[config.mk]
export PLATFORM = sky130hd
export DESIGN_NAME = traffic_light_sequencer
export DESIGN_NICKNAME = d
export VERILOG_FILES = /design/src/rtl/traffic_light_sequencer.sv
export SDC_FILE = /design/constraint.sdc
export NUM_CORES = 1
export LEC_CHECK = 0
export BUFFER_PORTS_ARGS = -buffer_cell sky130_fd_sc_hd__buf_2
export CORE_ASPECT_RATIO = 0.5
export CORE_MARGIN = 2
export CORE_UTILIZATION = 60
export DETAILED_ROUTE_END_ITERATION = 10
export PLACE_DENSITY = 0.9
export SYNTH_ARGS = -nofsm -noshare
export SYNTH_HDL_FRONTEND = slang
export SYNTH_SLANG_ARGS = --single-unit
[constraint.sdc]
create_clock -name clk -period 3.7 [get_ports clk]
set_clock_uncertainty 0.1 [all_clocks]
set_input_delay 0.555 -clock clk [delete_from_list [all_inputs] [get_ports clk]]
set_output_delay 0.555 -clock clk [all_outputs]
set_load 0.02 [all_outputs]
[src/rtl/traffic_light_sequencer.sv]
`default_nettype none
// +--------------------------------------------------------------------------+
// | traffic_light_sequencer: times dwells, issues toggles, polices LEDs.      |
// | Revision 1.0                                                             |
// +--------------------------------------------------------------------------+
module traffic_light_sequencer #(
  parameter logic [31:0] RED_TIME         = 32'd100,
  parameter logic [31:0] GREEN_TIME       = 32'd100,
  parameter logic [31:0] RESPONSE_TIMEOUT = 32'd4,
  parameter logic [31:0] TRANSIT_TIMEOUT  = 32'd64
) (
  input  logic       clk,
  input  logic       reset,
  input  logic       ce,
  input  logic       enable,
  input  logic       ped_request,
  input  logic       green_led,
  input  logic       amber_led,
  input  logic       red_led,
  output logic       toggle,
  output logic       ped_wait,
  output logic       fault,
  output logic [2:0] phase
);

  typedef enum logic [2:0] {
    ST_IDLE        = 3'd0,
    ST_DWELL_RED   = 3'd1,
    ST_DWELL_GREEN = 3'd2,
    ST_WAIT_AMBER  = 3'd3,
    ST_TRANSIT     = 3'd4,
    ST_FAULT       = 3'd5
  } state_t;

  typedef enum logic [2:0] {
    L_DARK, L_RED, L_GREEN, L_GOING_RED, L_GOING_GREEN, L_ILLEGAL
  } light_t;

  state_t      r_state;
  logic [31:0] r_cnt;
  logic        r_target;   // 1: heading for green, 0: heading for red
  logic        r_toggle;
  logic        r_ped_wait;
  logic        r_fault;

  light_t w_light;
  light_t w_amber_exp;
  light_t w_goal;
  light_t w_origin;

  always_comb begin
    w_light = L_ILLEGAL;
    case ({red_led, amber_led, green_led})
      3'b100:  w_light = L_RED;
      3'b001:  w_light = L_GREEN;
      3'b010:  w_light = L_GOING_RED;
      3'b110:  w_light = L_GOING_GREEN;
      3'b000:  w_light = L_DARK;
      default: w_light = L_ILLEGAL;
    endcase
  end

  assign w_amber_exp = r_target ? L_GOING_GREEN : L_GOING_RED;
  assign w_goal      = r_target ? L_GREEN : L_RED;
  assign w_origin    = r_target ? L_RED : L_GREEN;

  // The pulse is held across ce=0 cycles and only presented while ce is high.
  assign toggle   = r_toggle & ce;
  assign ped_wait = r_ped_wait;
  assign fault    = r_fault;
  assign phase    = r_state;

  always_ff @(posedge clk) begin
    if (reset) begin
      r_state    <= ST_IDLE;
      r_cnt      <= '0;
      r_target   <= 1'b0;
      r_toggle   <= 1'b0;
      r_ped_wait <= 1'b0;
      r_fault    <= 1'b0;
    end else if (ce) begin
      r_toggle <= 1'b0;
      if (r_cnt != 32'hFFFF_FFFF) r_cnt <= r_cnt + 32'd1;

      if (r_state != ST_FAULT && w_light == L_ILLEGAL) begin
        r_state <= ST_FAULT;
        r_cnt   <= '0;
        r_fault <= 1'b1;
      end else begin
        case (r_state)
          ST_IDLE: begin
            case (w_light)
              L_RED: begin
                r_state    <= ST_DWELL_RED;
                r_cnt      <= '0;
                r_ped_wait <= 1'b0;
              end
              L_GREEN: begin
                r_state <= ST_DWELL_GREEN;
                r_cnt   <= '0;
              end
              L_GOING_GREEN: begin
                r_state  <= ST_TRANSIT;
                r_cnt    <= '0;
                r_target <= 1'b1;
              end
              L_GOING_RED: begin
                r_state  <= ST_TRANSIT;
                r_cnt    <= '0;
                r_target <= 1'b0;
              end
              default: ;
            endcase
          end
          ST_DWELL_RED: begin
            if (w_light != L_RED) begin
              r_state <= ST_FAULT;
              r_cnt   <= '0;
              r_fault <= 1'b1;
            end else if (r_cnt >= RED_TIME && enable) begin
              r_toggle <= 1'b1;
              r_state  <= ST_WAIT_AMBER;
              r_cnt    <= '0;
              r_target <= 1'b1;
            end
          end
          ST_DWELL_GREEN: begin
            if (w_light != L_GREEN) begin
              r_state <= ST_FAULT;
              r_cnt   <= '0;
              r_fault <= 1'b1;
            end else if (r_cnt >= GREEN_TIME && r_ped_wait && enable) begin
              r_toggle <= 1'b1;
              r_state  <= ST_WAIT_AMBER;
              r_cnt    <= '0;
              r_target <= 1'b0;
            end
          end
          ST_WAIT_AMBER: begin
            if (w_light == w_amber_exp) begin
              r_state <= ST_TRANSIT;
              r_cnt   <= '0;
            end else if (w_light != w_origin || r_cnt == RESPONSE_TIMEOUT) begin
              r_state <= ST_FAULT;
              r_cnt   <= '0;
              r_fault <= 1'b1;
            end
          end
          ST_TRANSIT: begin
            if (w_light == w_goal) begin
              r_state <= r_target ? ST_DWELL_GREEN : ST_DWELL_RED;
              r_cnt   <= '0;
              if (!r_target) r_ped_wait <= 1'b0;
            end else if (w_light != w_amber_exp || r_cnt == TRANSIT_TIMEOUT) begin
              r_state <= ST_FAULT;
              r_cnt   <= '0;
              r_fault <= 1'b1;
            end
          end
          ST_FAULT: ;
          default: begin
            r_state <= ST_FAULT;
            r_cnt   <= '0;
            r_fault <= 1'b1;
          end
        endcase
      end

      // A new request outranks the clear on entry to red.
      if (ped_request && r_state != ST_FAULT) r_ped_wait <= 1'b1;
    end
  end

endmodule
`default_nettype wire

# Word level (Yosys, flattened, before mapping)

Cells that the tools add are included.

Add/subtract/negate cells: 1
$mul: 0
Div/mod/pow operators: 0
Magnitude comparators: 1
Eq/ne operators: 46
Shift operators: 0
Multiplexer cells: 53
Bitwise logic cells: 2
Reductions and logical operators: 18

Operators with widths:

| cell                                                                    | count |
|---|---|
| 32-bit two-way mux                                                      | 11 |
| 32-bit case mux with 6 select lines                                     | 1 |
| 32-bit by 1-bit adder with 32-bit output, second input constant         | 1 |
| 32-bit by 3-bit equality test with 1-bit output, second input constant  | 1 |
| 32-bit by 7-bit equality test with 1-bit output, second input constant  | 1 |
| 32-bit by 7-bit >= comparator with 1-bit output, second input constant  | 1 |
| 32-bit inequality test, second input constant                           | 1 |
| 3-bit two-way mux                                                       | 10 |
| 3-bit inequality test, second input constant                            | 10 |
| 1-bit two-way mux                                                       | 21 |
| 3-bit equality test, second input constant                              | 6 |
| 3-bit case mux with 6 select lines                                      | 1 |
| 4-bit inequality test, second input constant                            | 4 |
| 8-bit AND reduction                                                     | 2 |
| 3-bit by 2-bit equality test with 1-bit output, second input constant   | 5 |
| 3-bit case mux with 5 select lines                                      | 1 |
| 2-bit inequality test, second input constant                            | 5 |
| 3-bit by 1-bit equality test with 1-bit output, second input constant   | 3 |
| 3-bit case mux with 3 select lines                                      | 1 |
| 7-bit AND reduction                                                     | 1 |
| 3-bit equality test                                                     | 2 |
| 3-bit zero test                                                         | 2 |
| 3-bit by 1-bit inequality test with 1-bit output, second input constant | 2 |
| 1-bit case mux with 2 select lines                                      | 3 |
| other kinds (16)                                                        | 25 |

Flip-flop bits (word level): 39
Bits in latches: 0
Memory bits (writable): 0
Bits in read-only memories: 0
Output and inout bits: 6
Memories: 0

# Longest topological paths before layout

Word-level depth: 8
Depth in mapped cells: 11
Depth with buffers taken out: 9

# Least setup slack after synthesis

OpenSTA, ideal clock, no wires.

Kind: flip-flop to flip-flop
Start: register r_cnt[20]
End: register r_cnt[0]
Setup time: 0.121 ns
Arrival time: 2.348 ns
Data required time: 3.479 ns
Slack: 1.131 ns
Stages on the path, launching flop included: 10
Clock period less this slack: 2.569 ns
Path through: dfxtp_1 clkbuf_1 nor4_1 nand4_1 o41a_1 a41o_1 o31a_1 buf_6 a21o_1 mux2_2

Cells in the longest elaborated chain, start to end: 7
Elaborated cells between the ends (all ways): 21
Classes of those cells: 1 x order compare; 3 x eq/ne; 12 x mux; 5 x reduce/logical

RTL lines:

| element                                         | RTL line | source |
|---|---|---|
| start, declared                                 | 40       | `logic [31:0] r_cnt;` |
| start signal, assigned                          | 83       | `if (r_cnt != 32'hFFFF_FFFF) r_cnt <= r_cnt + 32'd1;` |
| 32-bit by 7-bit >= comparator with 1-bit output | 120, 132 |  |
| 1-bit logical AND (2 in a row)                  | 132      | `end else if (r_cnt >= GREEN_TIME && r_ped_wait && enable) begin` |
| 32-bit two-way mux                              | 132      |  |
| 32-bit two-way mux                              | 128      | `if (w_light != L_GREEN) begin` |
| 32-bit case mux with 6 select lines *           | 90       | `case (r_state)` |
| 32-bit two-way mux *                            | 85       | `if (r_state != ST_FAULT && w_light == L_ILLEGAL) begin` |

Mark *: on every way between the ends. The rest lies on a longest branch, timed or not.
A chain may end at the register's enable or synchronous reset.

# Final worst setup path

Start: register r_cnt[25]
End: register r_cnt[0]

The elaborated chain is that of the path after synthesis.

==> reports/metrics.cfg <==
[clock_network]
hold_buffers = 0
post_cts_buffers = 0
root_buffer = clkbuf_8
htree_levels = 2
worstSkewPairLatency_ns = 0.29
clkTransAtPathRegs_ns = 0.08
cts_buffers = 5
cts_resized = 0
clock-sinks = 39
clock_path_buffers = 2
cts_tree = done

[sta]
final-setup-viol-count = 0
hold_viol = 0
rsz0062_at_grt = false
setup-tns-final_ns = 0
max_freq_mhz = 336
period_needed_ns = 2.97
tightest_slew_ns = 0.978
relSlewSlack_pct = 34.6
period_share_pct = 80.4
drv_slew = 0

[worst_hold_path]
min_to = fault$_SDFFE_PP0P_
worst_hold_startpoint = fault$_SDFFE_PP0P_
hold_path_class = reg -> reg
whs_path_depth = 2

[synthesis]
synthTopCellsByArea = dfxtp_1, nand2_1, a21oi_1, nor2_1, nand3_1
synthTopCellsByCount = nand2_1, dfxtp_1, nor2_1
synth_edf_count = 0
synth_top_cell_by_area = dfxtp_1
ys_seq_area_share_pct = 30.8
yosys.area.top_type_share_pct = 30.8
synth_flop_cell = dfxtp_1
synth_fp_nets = 364
synth.cell_area_um2 = 2540
ys_types = 56
synth-async-reset-ratio_pct = 0
postSynthCellCount = 354
yosysMostFrequentCell = nand2_1
synth-seq-cells = 39
avgSynthCellArea_um2 = 7.17
ys_warn_count = 0

[floorplan]
coreArea_um2 = 3980
boundaryPins = 14
num_rows = 16
die_w_um = 96.0
initial_core_util_pct = 63.7
fp.dieArea_um2 = 4800
dieHeight_um = 50.0

[global_routing]
first_global_vias = 2345
grt_pass1_wl_um = 10800
track_usage_pct = 28.3
antenna_found_initial = 0
grt_max_degree = 43
grt_overflow = 0

[route]
drt_iter0_drc = 232
drtPass1Iterations = 5
met2_length_um = 2880
routedWlPerCell_um = 15.0
avgViaCountPerCell = 6.40
postRouteAntennaNets = 0
drc_errors = 0
wl_met1_um = 2710
wirelength_um = 6200
wl_met3_um = 521
highest_layer = met4
vias = 2636

[placement]
post_dp_cell_area_um2 = 2610
hpwlAfterDp_um = 4450
gp_congestion = 0.946
port_buffers = 13

[pwr]
peakVddDrop_uv = 182
power_density_nw_per_um2 = 342
p_leak_uw = 0.000922

[outcome]
status = finished clean

[finish]
layout-drive-gt1-share_pct = 8.66
fin_nets = 367
area_growth_syn_to_layout_pct = 7.29
fin_util_pct = 68.4
fin_area_um2 = 2720
n_antenna_cell = 0

[setup_path]
reg2reg_from = r_cnt[25]$_SDFFE_PP0P_
worst_r2r_path_depth = 8
worstPathArrival_ns = 3.06
required_ns = 3.78
rrSetupSlack_ns = 0.73
r2r_end = r_cnt[0]$_SDFFE_PP0P_
crit_type = reg -> reg
worstSetupStartpointType = flop
crit_path_max_fanout = 42
worstSetupEndpointType = flop

[run]
maxCapViolCount = 0

==> power by group <==
group | internal, uW | switching (uW) | total [uW]
clock network | 218 | 150 | 368
logic | 47.2 | 72.2 | 119
registers | 427 | 17.5 | 444
total | 692 | 240 | 932
==> how the worst max path moves through the flow <==
stage                                       from  cells past startpoint                     to
after global routing      r_cnt[17]$_SDFFE_PP0P_                      8  r_cnt[0]$_SDFFE_PP0P_
after global placement    r_cnt[25]$_SDFFE_PP0P_                      8  r_cnt[0]$_SDFFE_PP0P_
after CTS                 r_cnt[25]$_SDFFE_PP0P_                      8  r_cnt[0]$_SDFFE_PP0P_
final                     r_cnt[25]$_SDFFE_PP0P_                      8  r_cnt[0]$_SDFFE_PP0P_
after detailed placement  r_cnt[25]$_SDFFE_PP0P_                      8  r_cnt[0]$_SDFFE_PP0P_
after floorplan           r_cnt[20]$_SDFFE_PP0P_                      9  r_cnt[0]$_SDFFE_PP0P_
==> critical path, cell delays in order, from the launching register on <==
cell     delay (ns)
dfxtp_1        0.38
nor4_1         0.30
nand4_1        0.28
o41a_1         0.50
a41o_1         0.29
o31a_1         0.28
buf_4          0.25
a21o_1         0.21
mux2_2         0.25
==> cell type report <==
class,count,area [um2]
Clock buffer,6,82.6
Fill cell,314,1260
Inverter,13,48.8
Timing Repair Buffer,16,87.6
Multi-Input combinational cell,282,1620
Tap cell,54,67.6
Clock inverter,2,35.0
Sequential cell,39,781
==> per-stage QoR <==
step | hold slack (ns) | power (uW) | cells | worst slack [ns]
finish | 0.351 | 932 | 412 | 0.727
global route | 0.378 | 967 | 412 | 0.602
CTS | 0.354 | 931 | 412 | 0.775
detailed placement | 0.339 | 571 | 404 | 0.803
global placement | 0.333 | 570 | 404 | 0.854
floorplan | 0.352 | 545 | 354 | 1.13
==> placed cells by master (no fill, tap or decap), drive strengths merged, types with 3 or more instances in the layout <==
master / synthesis / final
a41oi: 4 / 4
a21oi: 29 / 29
nand2: 41 / 41
xor2: 4 / 4
clkbuf: 13 / 6
o211ai: 3 / 3
nor3: 12 / 12
nand2b: 12 / 12
nand4: 10 / 10
nor2: 33 / 33
inv: 13 / 13
or2b: 3 / 3
nand3: 21 / 21
buf: 7 / 16
nor2b: 3 / 3
a31oi: 16 / 16
o21ai: 21 / 21
mux2i: 4 / 4
and2: 4 / 4
xnor2: 3 / 3
dfxtp: 39 / 39
nor4: 10 / 10
or3: 7 / 7
==> state kept, by name (all words and copies together) (netlist names) <==
signal and flops:
r_cnt 32, r_toggle 1, r_target 1, phase 3
ped_wait 1, fault 1
==> metal layers <==
layer | vias up | GRT usage, %
met5 | - | 0
met1 | 1189 | 36.9
li1 | 1307 | -
met4 | 0 | 7.38
met2 | 127 | 47.1
met3 | 13 | 6.73
==> kinds of logic (layout without fill, tap and decap cells) <==
group           after synthesis  count (layout)  synth area share (%)
compound gates               99              99                  24.8
xor+xnor                      7               7                  2.42
fa+ha+maj                     2               2                 0.986
buf+inv                      33              37                  5.37
flops                        39              39                  30.8
mux                           6               6                  2.46
simple gates                168             168                  33.2
Power figures use the tool's default switching activity.
